File: src/rtl/reflet_pkg.sv
// Shared definitions for the reflet peripheral word bridge.
//   - FSM state encoding (2 bits): IDLE = 0, XFER = 1, DONE = 2
//   - cnt_width(): byte-counter width for a given CPU word width,
//     clog2(wordsize/8) with a minimum of 1 bit.
package reflet_pkg;

  localparam logic [1:0] ST_IDLE = 2'd0;
  localparam logic [1:0] ST_XFER = 2'd1;
  localparam logic [1:0] ST_DONE = 2'd2;

  function automatic int cnt_width(input int wordsize);
    int nbytes;
    int w;
    nbytes = wordsize / 8;
    w      = $clog2(nbytes);
    return (w < 1) ? 1 : w;
  endfunction

endpackage

File: src/rtl/reflet_periph_word_bridge.sv
// Sequential word-to-byte bridge between the CPU data port and the shared
// byte-wide peripheral bus. Each CPU access becomes N = wordsize/8 single-byte
// peripheral cycles at increasing (wrapping) addresses, little-endian, then a
// one-cycle cpu_ready pulse.
//
// Optional feature: define REFLET_PERIPH_BRIDGE_BYTE_ACCESS_EN to add the
// cpu_byte_mode input (single-byte access, zero-extended reads).
//
// Ports:
//   clk             : clock, rising edge
//   reset           : synchronous, active-low
//   cpu_enable      : access request, sampled in IDLE only
//   cpu_write_en    : 1 = write, 0 = read (latched at accept)
//   cpu_byte_mode   : (optional) byte-only access (latched at accept)
//   cpu_addr        : address of byte 0 (latched at accept)
//   cpu_data_in     : write data (latched at accept)
//   cpu_data_out    : assembled read word, held until the next read completes
//   cpu_ready       : one-cycle completion pulse
//   periph_enable   : peripheral bus strobe
//   periph_write_en : peripheral write strobe
//   periph_addr     : current byte address
//   periph_data_out : byte being written (0 on reads)
//   periph_data_in  : OR of all peripheral read buses, valid with periph_addr
//
// state | meaning
// IDLE  | bus quiet, waiting for cpu_enable
// XFER  | one peripheral byte cycle per clock, counter k selects the byte
// DONE  | cpu_ready pulse, read word copied to cpu_data_out
module reflet_periph_word_bridge
  import reflet_pkg::*;
#(
  parameter int wordsize       = 16,
  parameter int base_addr_size = 16
) (
  input  logic                      clk,
  input  logic                      reset,
  input  logic                      cpu_enable,
  input  logic                      cpu_write_en,
`ifdef REFLET_PERIPH_BRIDGE_BYTE_ACCESS_EN
  input  logic                      cpu_byte_mode,
`endif
  input  logic [base_addr_size-1:0] cpu_addr,
  input  logic [wordsize-1:0]       cpu_data_in,
  output logic [wordsize-1:0]       cpu_data_out,
  output logic                      cpu_ready,
  output logic                      periph_enable,
  output logic                      periph_write_en,
  output logic [base_addr_size-1:0] periph_addr,
  output logic [7:0]                periph_data_out,
  input  logic [7:0]                periph_data_in
);

  localparam int N  = wordsize / 8;
  localparam int CW = cnt_width(wordsize);

  logic [1:0]                state;
  logic [CW-1:0]             k;
  logic [base_addr_size-1:0] lat_addr;
  logic [wordsize-1:0]       lat_data;
  logic                      lat_we;
  logic                      lat_byte;
  logic [wordsize-1:0]       asm_reg;
  logic [wordsize-1:0]       data_out_reg;
  logic                      in_xfer;
  logic                      last_byte;
  logic                      req_byte;

`ifdef REFLET_PERIPH_BRIDGE_BYTE_ACCESS_EN
  assign req_byte = cpu_byte_mode;
`else
  assign req_byte = 1'b0;
`endif

  assign in_xfer   = (state == ST_XFER);
  assign last_byte = (k == CW'(N - 1)) || lat_byte;

  always_ff @(posedge clk) begin
    if (!reset) begin
      state        <= ST_IDLE;
      k            <= '0;
      lat_addr     <= '0;
      lat_data     <= '0;
      lat_we       <= 1'b0;
      lat_byte     <= 1'b0;
      asm_reg      <= '0;
      data_out_reg <= '0;
    end else begin
      case (state)
        ST_IDLE: begin
          if (cpu_enable) begin
            lat_addr <= cpu_addr;
            lat_data <= cpu_data_in;
            lat_we   <= cpu_write_en;
            lat_byte <= req_byte;
            k        <= '0;
            state    <= ST_XFER;
          end
        end
        ST_XFER: begin
          if (!lat_we) begin
            for (int i = 0; i < N; i++) begin
              if (k == CW'(i)) asm_reg[8*i +: 8] <= periph_data_in;
            end
          end
          if (last_byte) begin
            state <= ST_DONE;
          end else begin
            k <= k + 1'b1;
          end
        end
        ST_DONE: begin
          // Byte-mode reads ignore stale upper assembly bytes.
          if (!lat_we) begin
            data_out_reg <= lat_byte ? wordsize'(asm_reg[7:0]) : asm_reg;
          end
          state <= ST_IDLE;
        end
        default: state <= ST_IDLE;
      endcase
    end
  end

  assign cpu_data_out    = data_out_reg;
  assign cpu_ready       = (state == ST_DONE);
  assign periph_enable   = in_xfer;
  assign periph_write_en = in_xfer & lat_we;
  assign periph_addr     = in_xfer ? (lat_addr + base_addr_size'(k)) : '0;
  assign periph_data_out = (in_xfer && lat_we) ? 8'(lat_data >> {k, 3'b000}) : 8'h00;

endmodule

File: config.mk
export PLATFORM = sky130hd
export DESIGN_NAME = reflet_periph_word_bridge
export DESIGN_NICKNAME = d
export VERILOG_FILES = /design/src/rtl/reflet_pkg.sv /design/src/rtl/reflet_periph_word_bridge.sv
export SDC_FILE = /design/constraint.sdc
export NUM_CORES = 1
export LEC_CHECK = 0
export BUFFER_PORTS_ARGS = -buffer_cell sky130_fd_sc_hd__buf_2
export CAP_MARGIN = 5
export CORE_UTILIZATION = 52
export CTS_CLUSTER_DIAMETER = 120
export DETAILED_ROUTE_END_ITERATION = 10
export PLACE_DENSITY_LB_ADDON = 0.3
export SLEW_MARGIN = 20
export SYNTH_ARGS = -nofsm -noshare
export SYNTH_HDL_FRONTEND = slang
export SYNTH_SLANG_ARGS = --single-unit
File: constraint.sdc
create_clock -name clk -period 1.7 [get_ports clk]
set_input_delay 0.085 -clock clk [delete_from_list [all_inputs] [get_ports clk]]
set_output_delay 0.085 -clock clk [all_outputs]
set_load 0.005 [all_outputs]
==> run_results.csv, run 1 <==
group,metric,value,unit
outcome,status,"finished with violations",
outcome,violations,"setup timing",
global_routing,grt_pass1_wl,12590,um
yosys,synth_edf_count,0,
worst_setup_path,r2r-start,"k",
timing,setup_viol_count_final,12,
yosys,yosysTopAreaCell,"dfxtp_1",
clock_network,htreeDepth,3,
global_routing,grt_pass1_vias,2741,
timing,hold_viol,0,
yosys,synthMuxAreaShare,6.065,%
yosys,synth_flop_cell,"dfxtp_1",
die,dieArea,6344,um2
clock_network,clockRootBuffer,"clkbuf_8",
clock_network,clk-insertion-delay-late,340,ps
route,drtPass1Iterations,4,
clock_network,cts_buffer_depth,2,
yosys,synth_seq_cells,68,
placement,dp_hpwl,4683,um
yosys,synthSimpleGateAreaFrac,26.22,%
power,p_sw,0.8746,mW
worst_setup_path,reg2reg_to,"asm_reg[7]",
timing,grt_setup_unrepaired,"true",
power,ir_worst_vdd,0.0007948,V
timing,worst_slack,-227.7,ps
die,rows,27,
yosys,synth_cells,379,
yosys,ys_top_cells_by_area,"dfxtp_1 (43%), nand2_1 (15%), a21boi_0 (14%), mux2i_1 (6.1%), buf_6 (1.8%)",
clock_network,clkSinkCount,68,
yosys,synth_common_cells,"nand2_1 (124), dfxtp_1 (68), a21boi_0 (57)",
route,num_vias,2937,
run,cap_violations,0,
yosys,yosysMostFrequentCell,"nand2_1",
die,die_w,79.65,um
final_layout,layout-drive-gt1-share,29.74,%
worst_hold_path,holdCritPathClass,"primary input to register",
route,drt_iter0_drc,151,
clock_network,clkTransAtPathRegs,70,ps
worst_setup_path,required,1620,ps
die,die_h,79.65,um
power,cellPowerDensity,843.1,nW/um2
route,postRouteAntennaNets,0,
clock_network,cts_tree,"done",
yosys,synth_fa_ha_area_share,0.7981,%
power,leakage,1.724,nW
power,combPwrFrac,12.2,%
yosys,yosysWarnings,0,
yosys,seq_area_frac_synth,43.42,%
global_routing,grt.overflow.total,0,
yosys,ys_types,36,
final_layout,syn_to_final_growth,37.03,%
worst_setup_path,critPathSlowestCell,"or4_4",
yosys,async_reset_ff_share,0,%
worst_setup_path,regToRegSetupSlack,140,ps
die,core_area,5642,um2
yosys,syn-cell-area,3136,um2
worst_setup_path,critPathMaxFanout,5,
yosys,avgSynthCellArea,8.273,um2
final_layout,antenna_cells,0,
placement,gp_congestion,0.8082,
die,io_pins,87,
timing,post-route-period-util,113.4,%
route,wl_per_cell,13.49,um
power,switching_share,24.14,%
yosys,synth_xor_xnor_area_share,0.8380,%
placement,place_ws,29.11,ps
yosys,mappedNetlistNets,425,
global_routing,track_usage,25.72,%
worst_setup_path,cp-start-kind,"register",
route,vias_per_cell,5.126,
worst_setup_path,rr_worst_depth,4,
timing,max_clock_freq,0.5188,GHz
worst_setup_path,critPathCaptureType,"primary output",
die,initial_core_util,55.58,%
power,power_frac_clock,40.0,%
worst_setup_path,max_stage_delay,470,ps
worst_setup_path,critical_path_class,"register to primary output",
timing,slew_headroom,65.65,%
yosys,synth_top_area_share,43.42,%
worst_setup_path,cp-endpoint,"periph_addr[12]",
final_layout,fin_util,76.16,%
timing,tightest_slew,515.3,ps
route,drt_wl_total,7731,um
global_routing,antenna_found_initial,0,
worst_setup_path,cp_cell_sequence,"ha_4 -> nand4_1 -> buf_6 -> or4_4 -> a21oi_2 -> buf_2",
worst_setup_path,critical_path.startpoint,"lat_addr[0]",
timing,skew,9.095,ps
power,intPower,2.748,mW
final_layout,final_nets,543,
worst_setup_path,arrival,1840,ps
placement,io_buffer_count,86,
timing,maxSlewViolCount,0,
global_routing,grt_max_degree,38,
yosys,synth_compound_area_share,17.16,%
yosys,synth_top_family_by_area,"simple AND/OR/NAND/NOR gates",
power,p_seq_share,47.8,%
timing,fin_crit,1928,ps
route,drc,0,
clock_network,numCtsBuffers,9,
-- layout by cell type (no fill, tap or decap), types with 3 or more instances in the layout --
master,n
a21boi_0,57
a21oi_1,4
a21oi_2,4
buf_12,3
buf_2,86
buf_4,15
clkbuf_8,10
dfxtp_1,59
dfxtp_2,7
dlygate4sd3_1,28
inv_1,4
mux2i_1,19
nand2_1,123
nand2b_1,4
nand3_1,4
nand4_1,3
nor2_1,12
nor2b_1,9
o21ai_0,4
o31ai_1,4
or4_1,3
-- cell type report --
type	count	area [um2]
Sequential cell	68	1378
Timing Repair Buffer	134	905.9
Inverter	5	21.27
Fill cell	394	1345
Clock inverter	4	73.82
Multi-Input combinational cell	279	1687
Clock buffer	11	141.4
Tap cell	72	90.09
-- cells by family (layout without fill, tap and decap cells) --
group | count (synthesis) | count (layout)
adders and majority gates | 2 | 2
and+or+nand+nor | 179 | 179
DFF | 68 | 68
xor gates and xnor gates | 3 | 3
AOI/OAI and AO/OA | 76 | 76
buffers and inverters | 32 | 154
muxes | 19 | 19
-- metal layers --
metal  GRT usage, %  vias up  share of wire, %
met2          42.65       92                47
met5              0        -                 0
li1               -     1493                 -
met3          7.200       12               5.5
met1          31.87     1340                46
met4          8.727        0               1.6
-- worst max-delay path, delay by kind of cell, from the launching register on --
kind                       cells  cell delay, ps
AOI/OAI and AO/OA              1             130
buffers and inverters          2             270
and+or+nand+nor                2             580
adders and majority gates      1             130
DFF                            1             380
-- metrics by stage --
stage          setup TNS [ps]  area, um2  power [mW]  hold slack (ps)  cells
2_1_floorplan               0       3136       1.985            229.9    379
5_1_grt                 -2634       4297       3.774            1.114    573
4_1_cts                 -1487       4269       3.625          0.06070    573
3_5_place_dp                0       3650       2.134            343.8    523
6_report                -1498       4297       3.622            3.857    573
3_3_place_gp                0       3650       2.121            335.8    523
-- worst min path at each step --
stage              endpoint  cells after the start  slack [ps]         startpoint
4_1_cts          asm_reg[3]                      3        0.06  periph_data_in[3]
6_report             lat_we                      3           4       cpu_write_en
3_3_place_gp    lat_data[3]                      3         340     cpu_data_in[3]
5_1_grt          asm_reg[3]                      3           1  periph_data_in[3]
3_5_place_dp   lat_addr[11]                      3         340       cpu_addr[11]
2_1_floorplan  lat_addr[14]                      2         230       cpu_addr[14]
-- what timing repair did --
action	4_1_cts	5_1_grt
hold endpoints to repair	27	1
pin swaps	11	3
setup buffers	7	1
resized for setup	20	12
setup endpoints to repair	20	21
cloned	1	0
hold buffers	27	1
-- power by group through the flow --
stage | Clock, mW | Combinational, mW | Sequential (mW)
after global routing | 1.55 | 0.488 | 1.74
after CTS | 1.47 | 0.429 | 1.73
after global placement | 0 | 0.368 | 1.75
after floorplan | 0 | 0.245 | 1.74
after detailed placement | 0 | 0.375 | 1.76
final | 1.45 | 0.442 | 1.73
Note: power is estimated with default switching activity, not from simulation.
==> run 2, diff against run 1 <==
--- a/config.mk
+++ b/config.mk
@@ -7,7 +7,7 @@
 export LEC_CHECK = 0
 export BUFFER_PORTS_ARGS = -buffer_cell sky130_fd_sc_hd__buf_2
 export CAP_MARGIN = 5
-export CORE_UTILIZATION = 52
+export CORE_UTILIZATION = 56
 export CTS_CLUSTER_DIAMETER = 120
 export DETAILED_ROUTE_END_ITERATION = 10
 export PLACE_DENSITY_LB_ADDON = 0.3
==> constraint.sdc (replaced) <==
create_clock -name clk -period 2.4 [get_ports clk]
set_input_delay 0.12 -clock clk [delete_from_list [all_inputs] [get_ports clk]]
set_output_delay 0.12 -clock clk [all_outputs]
set_load 0.005 [all_outputs]
==> run 2 against run 1 <==
The run now ends clean. Sequential share of layout area increased by 3.9 points. Setup slack better by 380 ps. Via count decreased by 6.0%. Combinational power fell by 45%. Critical endpoint unchanged. Highest routed layer unchanged.
==> run_results.csv, run 2 (synthesis gave the netlist of run 1 again) <==
group,metric,value,unit
power,ir_worst_vdd,0.0003779,V
route,num_vias,2761,
timing,skew,9.602,ps
worst_setup_path,critical_path_class,"register to primary output",
final_layout,fill_cells,444,
route,drt_iter0_drc,96,
worst_setup_path,cp-start-kind,"register",
die,dieArea,5902,um2
die,core_area,5238,um2
global_routing,grt_pass1_wl,10860,um
worst_hold_path,holdCritPathClass,"primary input to register",
run,cap_violations,0,
timing,post-route-period-util,93.85,%
timing,tightest_slew,711.4,ps
final_layout,layout_commonest_cell,"nand2_1",
final_layout,layout-drive-gt1-share,25.32,%
worst_setup_path,regToRegSetupSlack,740,ps
final_layout,syn_to_final_growth,20.83,%
final_layout,fin_util,72.34,%
die,initial_core_util,59.87,%
final_layout,final_nets,503,
clock_network,htreeDepth,3,
timing,maxSlewViolCount,0,
worst_setup_path,critical_path.startpoint,"k",
final_layout,antenna_cells,0,
global_routing,grt_max_degree,47,
die,die_h,76.83,um
die,io_pins,87,
timing,fin_hold_ws,23.07,ps
route,postRouteAntennaNets,0,
clock_network,clk-insertion-delay-late,340,ps
route,drc,0,
final_layout,final_cell_mix,"nand2_1 (124), buf_2 (86), dfxtp_1 (68), a21boi_0 (57), mux2i_1 (19)",
power,cellPowerDensity,655.6,nW/um2
timing,setup_viol_count_final,0,
die,rows,26,
outcome,status,"completed",
route,vias_per_cell,5.190,
worst_setup_path,critPathMaxFanout,12,
placement,dp_hpwl,4485,um
worst_hold_path,min_from,"cpu_addr[4]",
timing,hold_viol,0,
power,leakage,1.534,nW
global_routing,antenna_found_initial,0,
global_routing,track_usage,23.12,%
clock_network,cts_buffer_depth,2,
timing,grt_setup_unrepaired,"false",
timing,tns,0,ps
clock_network,ctsHoldBuffers,0,
route,drtPass1Iterations,4,
timing,max_clock_freq,0.4440,GHz
placement,gp_congestion,0.8105,
global_routing,grt_pass1_vias,2470,
clock_network,clockRootBuffer,"clkbuf_8",
route,drt_wl_total,6566,um
worst_setup_path,critPathCaptureType,"primary output",
clock_network,clkTransAtPathRegs,70,ps
clock_network,cts_tree,"done",
placement,io_buffer_count,86,
die,die_w,76.83,um
timing,slew_headroom,52.45,%
worst_setup_path,required,2280,ps
worst_setup_path,arrival,2130,ps
route,wl_per_cell,12.34,um
clock_network,cts_resized,0,
worst_setup_path,r2r-start,"state[1]",
clock_network,clkSinkCount,68,
timing,fin_crit,2252,ps
clock_network,numCtsBuffers,9,
clock_network,cts_setup_buffers,0,
global_routing,grt.overflow.total,0,
[run 2: cell types whose count changed in the layout (fill, tap and decap cells not counted), moves of 3 or more]
cell	change
a21oi_1	+4
a21oi_2	-4
buf_12	-3
buf_4	-7
dfxtp_1	+9
dfxtp_2	-7
dlygate4sd3_1	-28
[run 2: per-layer routing]
metal	global-route usage [%]	part of all wire, %
met4	12.12	2.3
met5	0	0
met3	3.214	4.5
met1	27.52	47
met2	40.18	46
[run 2: cell type report]
| type | count | area, um2 | share of cell area (%) |
|---|---|---|---|
| flip-flops and latches | 68 | 1361 | 35.93 |
| inverters | 5 | 18.77 | 0.4954 |
| clock buffers | 11 | 141.4 | 3.732 |
| multi-input cells | 279 | 1614 | 42.60 |
| clock inverters | 5 | 75.07 | 1.982 |
| well taps | 70 | 87.58 | 2.312 |
| repair buffers | 94 | 490.5 | 12.95 |
[run 2: final timing paths]
| kind | end | depth (start not counted) |
|---|---|---|
| min reg2reg | cpu_data_out[12] | 2 |
| max reg2reg | state[0] | 3 |
| min | lat_addr[4] | 3 |
| max | periph_addr[12] | 5 |
[run 2: worst max-delay path, cell delays in order (launching register included)]
cell and delay [ps]:
dfxtp_1 360, ha_1 200, nand4_1 350, or4_1 580, a21oi_1 180, buf_2 140
[run 2: report_power, final]
| part | internal (mW) | switching (mW) | leakage [nW] |
|---|---|---|---|
| registers | 1.18 | 0.0439 | 0.554 |
| logic | 0.112 | 0.132 | 0.867 |
| clock network | 0.608 | 0.409 | 0.113 |
[run 2: metrics by stage]
step | setup slack (ps) | std cells | area, um2 | total power [mW]
2_1_floorplan | 841.3 | 379 | 3136 | 1.406
3_3_place_gp | 595.4 | 516 | 3572 | 1.484
3_5_place_dp | 556.0 | 516 | 3572 | 1.492
4_1_cts | 184.1 | 532 | 3789 | 2.501
5_1_grt | 27.57 | 532 | 3789 | 2.579
6_report | 147.7 | 532 | 3789 | 2.484
==> run 3, diff against run 2 <==
--- a/config.mk
+++ b/config.mk
@@ -7,7 +7,7 @@
 export LEC_CHECK = 0
 export BUFFER_PORTS_ARGS = -buffer_cell sky130_fd_sc_hd__buf_2
 export CAP_MARGIN = 5
-export CORE_UTILIZATION = 56
+export CORE_UTILIZATION = 35
 export CTS_CLUSTER_DIAMETER = 120
 export DETAILED_ROUTE_END_ITERATION = 10
 export PLACE_DENSITY_LB_ADDON = 0.3
==> run 3 against run 2 <==
Combinational power about the same. Utilization down 28 points. Hold slack worse by 7.4 ps. Sequential power about the same. Wire length up 9.7%. Global-route usage down 7.1 points. First-iteration DRC count up 31%. Register-to-register slack better by 30 ps. Non-clock buffer count up 2. Maximum frequency up 2.5%. Via count up 0.33%. Critical endpoint is now periph_addr[15]. Largest power group unchanged.
==> run_results.csv, run 3 (synthesis gave the netlist of run 1 again) <==
group,metric,value,unit
route,wl_per_cell,12.60,um
run,cap_violations,0,
final_layout,fin_area,3845,um2
placement,dp_hpwl,5006,um
clock_network,clockRootBuffer,"clkbuf_8",
timing,max_clock_freq,0.4549,GHz
route,drtPass1Iterations,4,
die,die_w,96.65,um
worst_setup_path,critical_path_class,"register to primary output",
timing,post-route-period-util,91.59,%
clock_network,clk-insertion-delay-late,340,ps
timing,maxSlewViolCount,0,
final_layout,fill_cells,894,
power,ir_worst_vdd,0.0002485,V
placement,gp_congestion,0.7587,
die,io_pins,87,
clock_network,cts_tree,"done",
timing,tightest_slew,712.3,ps
timing,grt_setup_unrepaired,"false",
global_routing,antenna_found_initial,0,
route,drt_wl_total,7206,um
timing,worst_slack,201.8,ps
global_routing,grt_pass1_vias,2568,
worst_setup_path,cp_cell_sequence,"ha_1 -> nand4_1 -> nor4_1 -> mux2i_1 -> buf_2",
final_layout,layout_commonest_cell,"nand2_1",
worst_setup_path,crit_buf_inv,1,
route,vias_per_cell,4.843,
clock_network,cts_buffer_depth,2,
die,rows,34,
final_layout,multi_input_area,1614,um2
global_routing,grt_pass1_wl,12130,um
clock_network,numCtsBuffers,9,
global_routing,grt.overflow.total,0,
die,initial_core_util,36.13,%
outcome,status,"completed",
timing,setup_viol_count_final,0,
placement,io_buffer_count,86,
worst_setup_path,max_stage_delay,420,ps
worst_hold_path,holdCritPathClass,"primary input to register",
final_layout,final_nets,505,
final_layout,layout-drive-gt1-share,25.86,%
timing,fin_crit,2198,ps
worst_setup_path,critPathMaxFanout,8,
global_routing,grt_max_degree,41,
final_layout,regArea,1361,um2
clock_network,clkSinkCount,68,
timing,tns,0,ps
power,leakage,1.530,nW
route,postRouteAntennaNets,0,
route,num_vias,2770,
route,drc,0,
clock_network,htreeDepth,3,
final_layout,syn_to_final_growth,22.63,%
final_layout,final_cell_mix,"nand2_1 (124), buf_2 (86), dfxtp_1 (68), a21boi_0 (57), mux2i_1 (19)",
timing,hold_viol,0,
final_layout,antenna_cells,0,
clock_network,cts_resized,0,
power,cellPowerDensity,636.6,nW/um2
die,die_h,96.65,um
worst_setup_path,critPathSlowestCell,"nor4_1",
placement,place_ws,513.0,ps
die,dieArea,9341,um2
die,core_area,8678,um2
worst_setup_path,critPathCaptureType,"primary output",
timing,skew,9.548,ps
worst_setup_path,cp-start-kind,"register",
worst_setup_path,arrival,2080,ps
route,drt_iter0_drc,126,
worst_setup_path,required,2280,ps
global_routing,track_usage,16.02,%
clock_network,clkTransAtPathRegs,80,ps
timing,slew_headroom,52.39,%
placement,post_dp_cell_area,3612,um2
worst_setup_path,path_delay_family,"simple AND/OR/NAND/NOR gates",
[run 3: changes by cell type in the layout (fill, tap and decap cells not counted)]
cell	change
clkinvlp_4	+2
bufinv_16	-1
clkbuf_8	+1
buf_4	+2
clkinv_2	-2
inv_6	+1
clkbuf_1	-1
[run 3: final timing paths]
check,from,end,slack (ps),cells after the start
worst max register to register,state[1],state[0],770,3
worst min-delay path,cpu_addr[5],lat_addr[5],20,3
worst min register to register,cpu_data_out[1],cpu_data_out[1],460,2
worst max-delay path,k,periph_addr[15],200,5
[run 3: repair_timing]
action | 4_1_cts | 5_1_grt
buffers inserted | 0 | 3
hold buffers | 0 | 0
setup endpoints to repair | 0 | 1
[run 3: layout make-up]
type                            count  share of cell area [%]
Sequential cell                    68                   35.41
Tap cell                          108                   3.514
Timing Repair Buffer               96                   13.15
Multi-Input combinational cell    279                   41.98
Inverter                            5                  0.4881
Clock inverter                      5                   1.529
Clock buffer                       11                   3.938
[run 3: where the power goes]
group	leakage, nW	internal [mW]	switching [mW]
clock	0.102	0.538	0.444
combinational	0.874	0.110	0.134
sequential	0.554	1.18	0.0439
[run 3: worst register-to-register path: cells and delay by family (launching register included)]
kind	cells	cell delay, ps
simple gates	2	840
flops	1	510
compound gates	1	180
[run 3: layer usage]
metal / global-route usage [%] / share of wire (%) / up-vias
met5: 0 / 0 / -
met4: 6.889 / 1.5 / 0
met3: 4.408 / 5.7 / 8
met2: 24.65 / 45 / 78
met1: 21.02 / 48 / 1266
li1: - / - / 1418
[run 3: through the flow]
| stage | utilization [%] | hold WS [ps] | power, mW | std cells |
|---|---|---|---|---|
| 2_1_floorplan | - | 264.9 | 1.406 | 379 |
| 3_3_place_gp | 41.62 | 375.5 | 1.488 | 553 |
| 3_5_place_dp | 41.62 | 380.0 | 1.496 | 553 |
| 4_1_cts | 44.05 | 2.158 | 2.474 | 569 |
| 5_1_grt | 44.31 | 7.420 | 2.567 | 572 |
| 6_report | 44.31 | 15.66 | 2.448 | 572 |
